### src/rtl/ddr_addr_gen_mc_if.sv
// Request bus from the multi-channel address generator to the shared DDR address port.
interface ddr_addr_gen_mc_if #(
  parameter int unsigned DDR_ADDR_W = 32,
  parameter int unsigned BURST_W    = 8,
  parameter int unsigned CH_W       = 1
);
  logic [DDR_ADDR_W-1:0] ddr_addr;
  logic [BURST_W-1:0]    ddr_size;
  logic [CH_W-1:0]       ddr_ch;
  logic                  ddr_addr_valid;
  logic                  ddr_addr_ready;

  modport master (
    output ddr_addr, ddr_size, ddr_ch, ddr_addr_valid,
    input  ddr_addr_ready
  );
  modport slave (
    input  ddr_addr, ddr_size, ddr_ch, ddr_addr_valid,
    output ddr_addr_ready
  );
endinterface

### src/rtl/ddr_addr_gen_mc.sv
// Multi-channel strided DDR address generator: per-channel burst sequencing with
// boundary splitting, round-robin arbitration onto one registered request port.
module ddr_addr_gen_mc #(
  parameter int unsigned CH_NUM      = 2,
  parameter int unsigned DDR_ADDR_W  = 32,
  parameter int unsigned BURST_W     = 8,
  parameter int unsigned NUM_W       = 16,
  parameter int unsigned BEAT_BYTES  = 64,
  parameter int unsigned BOUND_BYTES = 4096,
  parameter int unsigned CH_W        = (CH_NUM > 1) ? $clog2(CH_NUM) : 1
) (
  input  logic                         clk,
  input  logic                         rst,
  input  logic [CH_NUM-1:0]            start,
  output logic [CH_NUM-1:0]            busy,
  output logic [CH_NUM-1:0]            done,
  input  logic [CH_NUM*DDR_ADDR_W-1:0] st_addr,
  input  logic [CH_NUM*BURST_W-1:0]    burst,
  input  logic [CH_NUM*DDR_ADDR_W-1:0] step,
  input  logic [CH_NUM*NUM_W-1:0]      burst_num,
  ddr_addr_gen_mc_if.master            ddr
);
  localparam int unsigned BeatShift  = $clog2(BEAT_BYTES);
  localparam int unsigned BoundShift = $clog2(BOUND_BYTES);

  typedef logic [DDR_ADDR_W-1:0] addr_t;
  typedef logic [BURST_W-1:0]    beat_t;
  typedef logic [NUM_W-1:0]      num_t;
  typedef logic [CH_W-1:0]       ch_t;
  typedef enum logic {StIdle, StRun} ch_state_e;

  ch_state_e state_q [CH_NUM];
  ch_state_e state_d [CH_NUM];
  addr_t     cur_q [CH_NUM], cur_d [CH_NUM];
  addr_t     base_q [CH_NUM], base_d [CH_NUM];
  addr_t     step_q [CH_NUM], step_d [CH_NUM];
  beat_t     burst_len_q [CH_NUM], burst_len_d [CH_NUM];
  beat_t     beats_left_q [CH_NUM], beats_left_d [CH_NUM];
  num_t      bursts_left_q [CH_NUM], bursts_left_d [CH_NUM];
  logic [CH_NUM-1:0] done_q, done_d;

  addr_t out_addr_q, out_addr_d;
  beat_t out_size_q, out_size_d;
  ch_t   out_ch_q, out_ch_d;
  logic  out_valid_q, out_valid_d;
  ch_t   ptr_q, ptr_d;

  addr_t             room [CH_NUM];
  beat_t             chunk_size [CH_NUM];
  ch_t               rr_idx [CH_NUM];
  logic [CH_NUM-1:0] pending;
  logic              grant_found;
  ch_t               grant_idx;
  logic              load, hs;

  // Chunk = rest of the burst, clipped at the next boundary.
  always_comb begin
    for (int c = 0; c < CH_NUM; c++) begin
      room[c] = (addr_t'(BOUND_BYTES) - addr_t'(cur_q[c][BoundShift-1:0])) >> BeatShift;
      chunk_size[c] = (addr_t'(beats_left_q[c]) <= room[c]) ? beats_left_q[c]
                                                             : room[c][BURST_W-1:0];
      pending[c] = (state_q[c] == StRun) && (bursts_left_q[c] != '0);
    end
  end

  always_comb begin
    grant_found = 1'b0;
    grant_idx   = '0;
    for (int i = 0; i < CH_NUM; i++) begin
      rr_idx[i] = ch_t'((int'(ptr_q) + i) % CH_NUM);
      if (!grant_found && pending[rr_idx[i]]) begin
        grant_found = 1'b1;
        grant_idx   = rr_idx[i];
      end
    end
  end

  // Channel state advances when its chunk is loaded into the output register; only one chunk
  // per channel can be outstanding, so completion is detected on the handshake of the last one.
  always_comb begin
    load        = !out_valid_q || ddr.ddr_addr_ready;
    hs          = out_valid_q && ddr.ddr_addr_ready;
    out_addr_d  = out_addr_q;
    out_size_d  = out_size_q;
    out_ch_d    = out_ch_q;
    out_valid_d = out_valid_q;
    ptr_d       = ptr_q;
    if (load) begin
      out_valid_d = grant_found;
      if (grant_found) begin
        out_addr_d = cur_q[grant_idx];
        out_size_d = chunk_size[grant_idx];
        out_ch_d   = grant_idx;
        ptr_d      = (grant_idx == ch_t'(CH_NUM - 1)) ? '0 : grant_idx + ch_t'(1);
      end
    end

    for (int c = 0; c < CH_NUM; c++) begin
      state_d[c]       = state_q[c];
      cur_d[c]         = cur_q[c];
      base_d[c]        = base_q[c];
      step_d[c]        = step_q[c];
      burst_len_d[c]   = burst_len_q[c];
      beats_left_d[c]  = beats_left_q[c];
      bursts_left_d[c] = bursts_left_q[c];
      done_d[c]        = 1'b0;
      case (state_q[c])
        StIdle: begin
          if (start[c]) begin
            cur_d[c]         = st_addr[c*DDR_ADDR_W +: DDR_ADDR_W];
            base_d[c]        = st_addr[c*DDR_ADDR_W +: DDR_ADDR_W];
            step_d[c]        = step[c*DDR_ADDR_W +: DDR_ADDR_W];
            burst_len_d[c]   = burst[c*BURST_W +: BURST_W];
            beats_left_d[c]  = burst[c*BURST_W +: BURST_W];
            bursts_left_d[c] = burst_num[c*NUM_W +: NUM_W];
            if (burst_num[c*NUM_W +: NUM_W] == '0) begin
              done_d[c] = 1'b1;
            end else begin
              state_d[c] = StRun;
            end
          end
        end
        StRun: begin
          if (load && grant_found && (grant_idx == ch_t'(c))) begin
            if (chunk_size[c] == beats_left_q[c]) begin
              bursts_left_d[c] = bursts_left_q[c] - num_t'(1);
              base_d[c]        = base_q[c] + step_q[c];
              cur_d[c]         = base_q[c] + step_q[c];
              beats_left_d[c]  = burst_len_q[c];
            end else begin
              cur_d[c]        = cur_q[c] + (addr_t'(chunk_size[c]) << BeatShift);
              beats_left_d[c] = beats_left_q[c] - chunk_size[c];
            end
          end
          if (hs && (out_ch_q == ch_t'(c)) && (bursts_left_q[c] == '0)) begin
            state_d[c] = StIdle;
            done_d[c]  = 1'b1;
          end
        end
        default: state_d[c] = StIdle;
      endcase
    end
  end

  always_ff @(posedge clk or negedge rst) begin
    if (!rst) begin
      for (int c = 0; c < CH_NUM; c++) begin
        state_q[c]       <= StIdle;
        cur_q[c]         <= '0;
        base_q[c]        <= '0;
        step_q[c]        <= '0;
        burst_len_q[c]   <= '0;
        beats_left_q[c]  <= '0;
        bursts_left_q[c] <= '0;
      end
      done_q      <= '0;
      out_addr_q  <= '0;
      out_size_q  <= '0;
      out_ch_q    <= '0;
      out_valid_q <= 1'b0;
      ptr_q       <= '0;
    end else begin
      for (int c = 0; c < CH_NUM; c++) begin
        state_q[c]       <= state_d[c];
        cur_q[c]         <= cur_d[c];
        base_q[c]        <= base_d[c];
        step_q[c]        <= step_d[c];
        burst_len_q[c]   <= burst_len_d[c];
        beats_left_q[c]  <= beats_left_d[c];
        bursts_left_q[c] <= bursts_left_d[c];
      end
      done_q      <= done_d;
      out_addr_q  <= out_addr_d;
      out_size_q  <= out_size_d;
      out_ch_q    <= out_ch_d;
      out_valid_q <= out_valid_d;
      ptr_q       <= ptr_d;
    end
  end

  always_comb begin
    busy = '0;
    for (int c = 0; c < CH_NUM; c++) begin
      busy[c] = (state_q[c] == StRun);
    end
  end

  assign done               = done_q;
  assign ddr.ddr_addr       = out_addr_q;
  assign ddr.ddr_size       = out_size_q;
  assign ddr.ddr_ch         = out_ch_q;
  assign ddr.ddr_addr_valid = out_valid_q;
endmodule

### src/flat_wrapper.sv
// flat-port wrapper written by rule: the top's interface ports become plain ports
module ddr_addr_gen_mc_flat 
#(
  parameter int unsigned CH_NUM      = 2,
  parameter int unsigned DDR_ADDR_W  = 32,
  parameter int unsigned BURST_W     = 8,
  parameter int unsigned NUM_W       = 16,
  parameter int unsigned BEAT_BYTES  = 64,
  parameter int unsigned BOUND_BYTES = 4096,
  parameter int unsigned CH_W        = (CH_NUM > 1) ? $clog2(CH_NUM) : 1
)
  (clk, rst, start, busy, done, st_addr, burst, step, burst_num, ddr_ddr_addr, ddr_ddr_size, ddr_ddr_ch, ddr_ddr_addr_valid, ddr_ddr_addr_ready);
  ddr_addr_gen_mc_if #(.DDR_ADDR_W(DDR_ADDR_W), .BURST_W(BURST_W), .CH_W(CH_W)) ddr_i ();
  input  logic clk;
  input  logic rst;
  input  logic [CH_NUM-1:0] start;
  output logic [CH_NUM-1:0] busy;
  output logic [CH_NUM-1:0] done;
  input  logic [CH_NUM*DDR_ADDR_W-1:0] st_addr;
  input  logic [CH_NUM*BURST_W-1:0] burst;
  input  logic [CH_NUM*DDR_ADDR_W-1:0] step;
  input  logic [CH_NUM*NUM_W-1:0] burst_num;
  output wire logic [$bits(ddr_i.ddr_addr)-1:0] ddr_ddr_addr;
  output wire logic [$bits(ddr_i.ddr_size)-1:0] ddr_ddr_size;
  output wire logic [$bits(ddr_i.ddr_ch)-1:0] ddr_ddr_ch;
  output wire logic [$bits(ddr_i.ddr_addr_valid)-1:0] ddr_ddr_addr_valid;
  input wire logic [$bits(ddr_i.ddr_addr_ready)-1:0] ddr_ddr_addr_ready;
  assign ddr_ddr_addr = ddr_i.ddr_addr;
  assign ddr_ddr_size = ddr_i.ddr_size;
  assign ddr_ddr_ch = ddr_i.ddr_ch;
  assign ddr_ddr_addr_valid = ddr_i.ddr_addr_valid;
  assign ddr_i.ddr_addr_ready = ddr_ddr_addr_ready;
  ddr_addr_gen_mc #(.CH_NUM(CH_NUM), .DDR_ADDR_W(DDR_ADDR_W), .BURST_W(BURST_W), .NUM_W(NUM_W), .BEAT_BYTES(BEAT_BYTES), .BOUND_BYTES(BOUND_BYTES), .CH_W(CH_W)) u_core (.clk(clk), .rst(rst), .start(start), .busy(busy), .done(done), .st_addr(st_addr), .burst(burst), .step(step), .burst_num(burst_num), .ddr(ddr_i));
endmodule
### config.mk
export PLATFORM = sky130hd
export DESIGN_NAME = ddr_addr_gen_mc_flat
export DESIGN_NICKNAME = d
export VERILOG_FILES = /design/src/rtl/ddr_addr_gen_mc_if.sv /design/src/rtl/ddr_addr_gen_mc.sv /design/src/flat_wrapper.sv
export SDC_FILE = /design/constraint.sdc
export NUM_CORES = 1
export LEC_CHECK = 0
export CAP_MARGIN = 10
export CORE_UTILIZATION = 30
export CTS_CLUSTER_DIAMETER = 30
export DETAILED_ROUTE_END_ITERATION = 10
export GPL_ROUTABILITY_DRIVEN = 0
export GPL_TIMING_DRIVEN = 0
export HOLD_SLACK_MARGIN = 0.03
export REMOVE_ABC_BUFFERS = 1
export SYNTH_ARGS = -nofsm -noshare
export SYNTH_HDL_FRONTEND = slang
export SYNTH_SLANG_ARGS = --single-unit
### constraint.sdc
create_clock -name clk -period 6.19 [get_ports clk]
set_input_delay 0.9285 -clock clk [delete_from_list [all_inputs] [get_ports clk]]
set_output_delay 0.9285 -clock clk [all_outputs]
set_load 0.02 [all_outputs]
* Word-level counts from Yosys, hierarchy flattened *
Cells that the tools add are included.

storage, ports and cells
  bits in registers = 303
  latch bits = 0
  memory bits (writable) = 0
  ROM bits = 0
  bits of input ports = 181
  output and inout bits = 46
  memories kept = 0

operators by class
  add/sub/neg operators = 12
  multiply operators = 0
  div/mod/pow operators = 0
  magnitude comparators = 5
  eq/ne operators = 8
  shift-type cells = 0
  muxes and demuxes = 63
  bitwise logic cells = 5
  reductions and logical operators = 27

operators with widths
  operator                count
  $mux 32                 13
  $pmux 32 s2             4
  $mux 16                 6
  $mux 8                  11
  $add 32x14->32          2
  $add 32x32->32          2
  $logic_not 16->1        4
  $pmux 16 s2             2
  $le 8x26->1             2
  $pmux 8 s2              2
  $reduce_bool 16->1      2
  $sub 16x1->16 const B   2
  $sub 13x12->14 const A  2
  $mux 1                  21
  $eq 8x8->1              2
  $sub 8x8->8             2
  $ne 2x2->1 const B      6
  $logic_and 1x1->1       11
  $reduce_and 2->1        5
  $pmux 1 s2              4
  $reduce_and 3->1        2
  $lt 1x2->1 const B      2
  $not 1->1               4
  $add 1x1->1 const B     2
  4 further kinds         5

* Logic depth before layout (Yosys ltp) *
  depth after elaboration = 12
  gate-level depth with buffers = 26
  gate-level depth less buffers = 26

* Worst setup path before layout *
No wires, ideal clock.

  path kind = register to register
  start point = register u_core.cur_q[35] (netlist name)
  end point = register u_core.cur_q[61] (netlist name)
  library setup time = 0.131 ns
  data arrival time = 5.485 ns
  slack = 0.573 ns
  cell stages (with the launch flop) = 26
  clock period less this slack = 5.617 ns
  cell sequence = dfrtp_1 nor4_1 nand2_1 or2_1 or3_1 nor3_2 xnor2_1 inv_1 ha_1 a21oi_1 a21boi_0 o22a_1 nor2_1 mux2i_1 inv_1 ha_1 a21o_1 a21o_1 a2111oi_0 o21bai_1 and2_1 clkbuf_1 nand3_1 xnor2_1 a221oi_1 a31oi_1

between the ends
  word-level cells in the longest chain between the ends = 7

RTL lines
  item                                          line                                            source
  from (decl)                                   ddr_addr_gen_mc.sv:34                           addr_t cur_q [CH_NUM], cur_d [CH_NUM];
  from (signal, indexed assignment)             ddr_addr_gen_mc.sv:165                          cur_q[c] <= cur_d[c];
  $sub 13x12->14                                ddr_addr_gen_mc.sv:59                           room[c] = (addr_t'(BOUND_BYTES) - addr_t'(cur_q[c][BoundShift-1:0])) >> BeatShift;
  $le 8x26->1                                   ddr_addr_gen_mc.sv:60                           chunk_size[c] = (addr_t'(beats_left_q[c]) <= room[c]) ? beats_left_q[c]
  $mux 8                                        ddr_addr_gen_mc.sv:60
  $add 32x14->32 or $eq 8x8->1 (tied branches)  ddr_addr_gen_mc.sv:131, ddr_addr_gen_mc.sv:125
  $mux 32 (*)                                   ddr_addr_gen_mc.sv:125                          if (chunk_size[c] == beats_left_q[c]) begin
  $mux 32 (*)                                   ddr_addr_gen_mc.sv:124                          if (load && grant_found && (grant_idx == ch_t'(c))) begin
  $pmux 32 s2 (*)                               ddr_addr_gen_mc.sv:107                          case (state_q[c])

Every way passes the cells marked *; elsewhere a longest branch is shown, timed or not. The select of a mux whose other input is x is not followed.
A chain may end at the register's enable or synchronous reset.

* Worst setup path in the final report *
  start point = register u_core.cur_q[34] (netlist name)
  end point = register u_core.base_q[35] (netlist name)

between the ends
  word-level cells in the longest chain between the ends = 6

RTL lines
  item                                   line                    source
  $sub 13x12->14 (*)                     ddr_addr_gen_mc.sv:59
  $le 8x26->1                            ddr_addr_gen_mc.sv:60
  $mux 8 (*)                             ddr_addr_gen_mc.sv:60
  $eq 8x8->1 (*)                         ddr_addr_gen_mc.sv:125
  $ne 2x2->1 (no source line) (*)        --
  $reduce_and 3->1 (no source line) (*)  --
  to (signal, indexed assignment)        ddr_addr_gen_mc.sv:166  base_q[c] <= base_d[c];
  to (decl)                              ddr_addr_gen_mc.sv:35   addr_t base_q [CH_NUM], base_d [CH_NUM];

Every way passes the cells marked *; elsewhere a longest branch is shown, timed or not.

==> flow_metrics.tcl <==
set metrics [dict create \
    status "finished, final reports clean" \
    synth_top_area_share_pct 38.9 \
    start_util_pct 30.3 \
    mostFrequentLayoutCells "nand2_1, dfrtp_1, clkdlybuf4s50_1" \
    finalCriticalPeriod_ns 5.94 \
    synthFlopType "dfrtp_1" \
    drt_iter0_drc 1472 \
    synth_area_leaders "dfrtp_1, nand2_1, ha_1" \
    grt_usage_pct 19.3 \
    syn_area_per_cell_um2 8.43 \
    via_per_inst 5.34 \
    final_common_cell "nand2_1" \
    vdd_drop_max_v 0.000211 \
    total_leakage_power_nw 11.8 \
    slew_violations 0 \
    dp_hpwl_um 47400 \
    crit_fanout 33 \
    cp-start-kind "register" \
    synth_top_area_cell "dfrtp_1" \
    critPathCaptureType "register" \
    r2r_end "u_core.base_q[35]" \
    die_y_um 257 \
    antenna_found_initial 5 \
    drcViolationCount 0 \
    ff_latch_area_mm2 0.00759 \
    row_count 93 \
    r2r_slack_ns 0.25 \
    cts.sinks 303 \
    path_class "register to register" \
    ctsLongestPathBuffers 3 \
    core_area_mm2 0.0643 \
    dieArea_mm2 0.0660 \
    finalSetupViolCount 0 \
    portBuffers 226 \
    cp.required_ns 6.66 \
    ios 227 \
    final_util_pct 40.3 \
    synth.cell_area_mm2 0.0195 \
    slew_headroom_pct 36.9 \
    synth_edf_count 0 \
    multi_input_area_mm2 0.0115 \
    r2r_cells 22 \
    die_w_um 257 \
    num-nets-final 2839 \
    r2r_start "u_core.cur_q[34]" \
    fillers 6204 \
    max_freq_mhz 168 \
    seq_area_frac_synth_pct 38.9 \
    clkSlewWorstSetupHoldPaths_ns 0.04 \
    cts_max_level 3 \
    synth_seq_cells 303 \
    clkLatencyLatePin_ns 0.61 \
    grt_pass1_vias 18579 \
    hold_violations 0 \
    powerDensity_mw_per_mm2 501 \
    area_delta_synth_final_pct 33.0 \
    holdWs_ns 0.243 \
    antenna_left 0 \
    finalCritPeriodShare_pct 95.9 \
    drv_cap 0 \
    synth_cell_types 85 \
    cts_tree "built" \
    root_buffer "clkbuf_16" \
    cts_made_buffers 76 \
    grt_pass1_wl_um 102000 \
    final_layout_size_suffix_gt1_share_pct 9.52 \
    ys_warn_count 0 \
    synth_cells 2314 \
    overflow 0 \
    num_vias 18500 \
    fin_skew_ns 0.0230 \
    hold_class "input pin to asynchronous set/reset pin" \
    worst_pin_slew_ns 0.944 \
    synthArstFlopShare_pct 100 \
    wire_per_inst_um 18.9 \
    worstPathArrival_ns 6.40 \
    firstDrtPassIters 6 \
    postRouteWirelength_um 65300 \
    grt_max_degree 115 \
]
==> metal layers <==
metal / share of wire (%) / global-route usage (%) / vias up
li1: - / - / 8835
met1: 43 / 24.1 / 8896
met2: 47 / 32.3 / 616
met3: 4.9 / 2.87 / 153
met4: 4.3 / 9.95 / 0
met5: 0 / 0 / -
==> stage by stage <==
stage	cell area, um^2	cells	TNS [ns]	total power (W)	worst slack, ns
finish	25900	3465	0	0.0130	0.254
global route	25900	3465	-0.203	0.0139	-0.0537
CTS	25700	3450	0	0.0129	0.0460
detailed placement	22900	3305	-86.91	0.00858	-1.28
global placement	22400	3282	-3514.01	0.00838	-9.67
floorplan	19100	2201	-74.11	0.00693	-1.69
==> worst max-delay path by stage <==
stage / from / slack, ns / to / cells past startpoint
6_report: u_core.cur_q[34] / 0.25 / u_core.base_q[35] / 22
5_1_grt: u_core.cur_q[34] / -0.05 / u_core.cur_q[60] / 25
4_1_cts: u_core.cur_q[34] / 0.05 / u_core.cur_q[61] / 24
3_5_place_dp: u_core.cur_q[3] / -1.28 / u_core.cur_q[5] / 22
3_3_place_gp: rst / -9.67 / u_core.step_q[1] / 1
2_1_floorplan: u_core.cur_q[3] / -1.69 / u_core.base_q[5] / 20
==> layout make-up <==
cell class              instances  area share, %
diodes                          5         0.0482
clock buffers                  99           8.33
clock inverters                40           2.01
inverters                      82           1.19
multi-input cells            1818           44.2
flip-flops and latches        303           29.3
well taps                     855           4.12
repair buffers                263           10.9
==> critical path, cell delays in order, from the launching register on <==
cell	delay, ns
dfrtp_1	0.44
nor4_1	0.29
nand2_1	0.12
or2_1	0.26
or3_1	0.41
xor2_1	0.24
inv_1	0.07
ha_1	0.30
o21a_1	0.11
o211ai_1	0.16
a21boi_0	0.12
o22a_1	0.23
nor2_4	0.27
mux2_2	0.43
ha_1	0.36
nand4_1	0.21
or3_4	0.42
nor2_4	0.18
buf_4	0.25
a31oi_4	0.22
buf_12	0.25
a221o_1	0.32
o21a_1	0.13
==> cells by family after synthesis <==
| kind of cell | after synthesis | share of synthesized area, % |
|---|---|---|
| AOI/OAI and AO/OA | 703 | 23.5 |
| adders and majority gates | 114 | 7.54 |
| DFF | 303 | 38.9 |
| other | 1 | 0.0192 |
| buffers and inverters | 196 | 3.88 |
| muxes | 42 | 2.21 |
| xor gates and xnor gates | 101 | 4.54 |
| and+or+nand+nor | 854 | 19.4 |
==> where the power goes <==
part / total [W] / internal, W / switching (W)
registers: 0.00318 / 0.00256 / 0.000620
logic: 0.00566 / 0.00255 / 0.00312
clock network: 0.00416 / 0.00287 / 0.00129
total: 0.0130 / 0.00798 / 0.00503
==> sequential cells by signal, indices dropped and copies added, names as in the netlist, 2 cells and up <==
| signal | flops |
|---|---|
| u_core.base_q | 64 |
| u_core.burst_len_q | 16 |
| u_core.beats_left_q | 16 |
| u_core.cur_q | 64 |
| u_core.busy | 2 |
| u_core.ddr.ddr_size | 8 |
| u_core.step_q | 64 |
| u_core.bursts_left_q | 32 |
| u_core.done | 2 |
| u_core.ddr.ddr_addr | 32 |
==> cell usage after synthesis, types with 25 or more instances <==
| cell type | count |
|---|---|
| nor2b_1 | 28 |
| o211ai_1 | 29 |
| a31oi_1 | 29 |
| mux2i_1 | 34 |
| xor2_1 | 29 |
| a222oi_1 | 32 |
| inv_1 | 82 |
| o21a_1 | 43 |
| a21o_1 | 55 |
| and3_1 | 34 |
| dfrtp_1 | 303 |
| ha_1 | 108 |
| o21ai_0 | 184 |
| a21oi_1 | 167 |
| nand3_1 | 62 |
| nor3_1 | 25 |
| nor2_1 | 139 |
| xnor2_1 | 72 |
| nand2_1 | 458 |
| clkbuf_1 | 88 |
==> what timing repair did <==
item | in CTS | in global routing
cloned | 1 | 1
hold buffers | 0 | 0
endpoints found under the setup margin | 140 | 94
gates resized for setup | 22 | 20
pin swaps | 5 | 8
buffers inserted | 5 | 9
(Power assumes the default switching activity.)
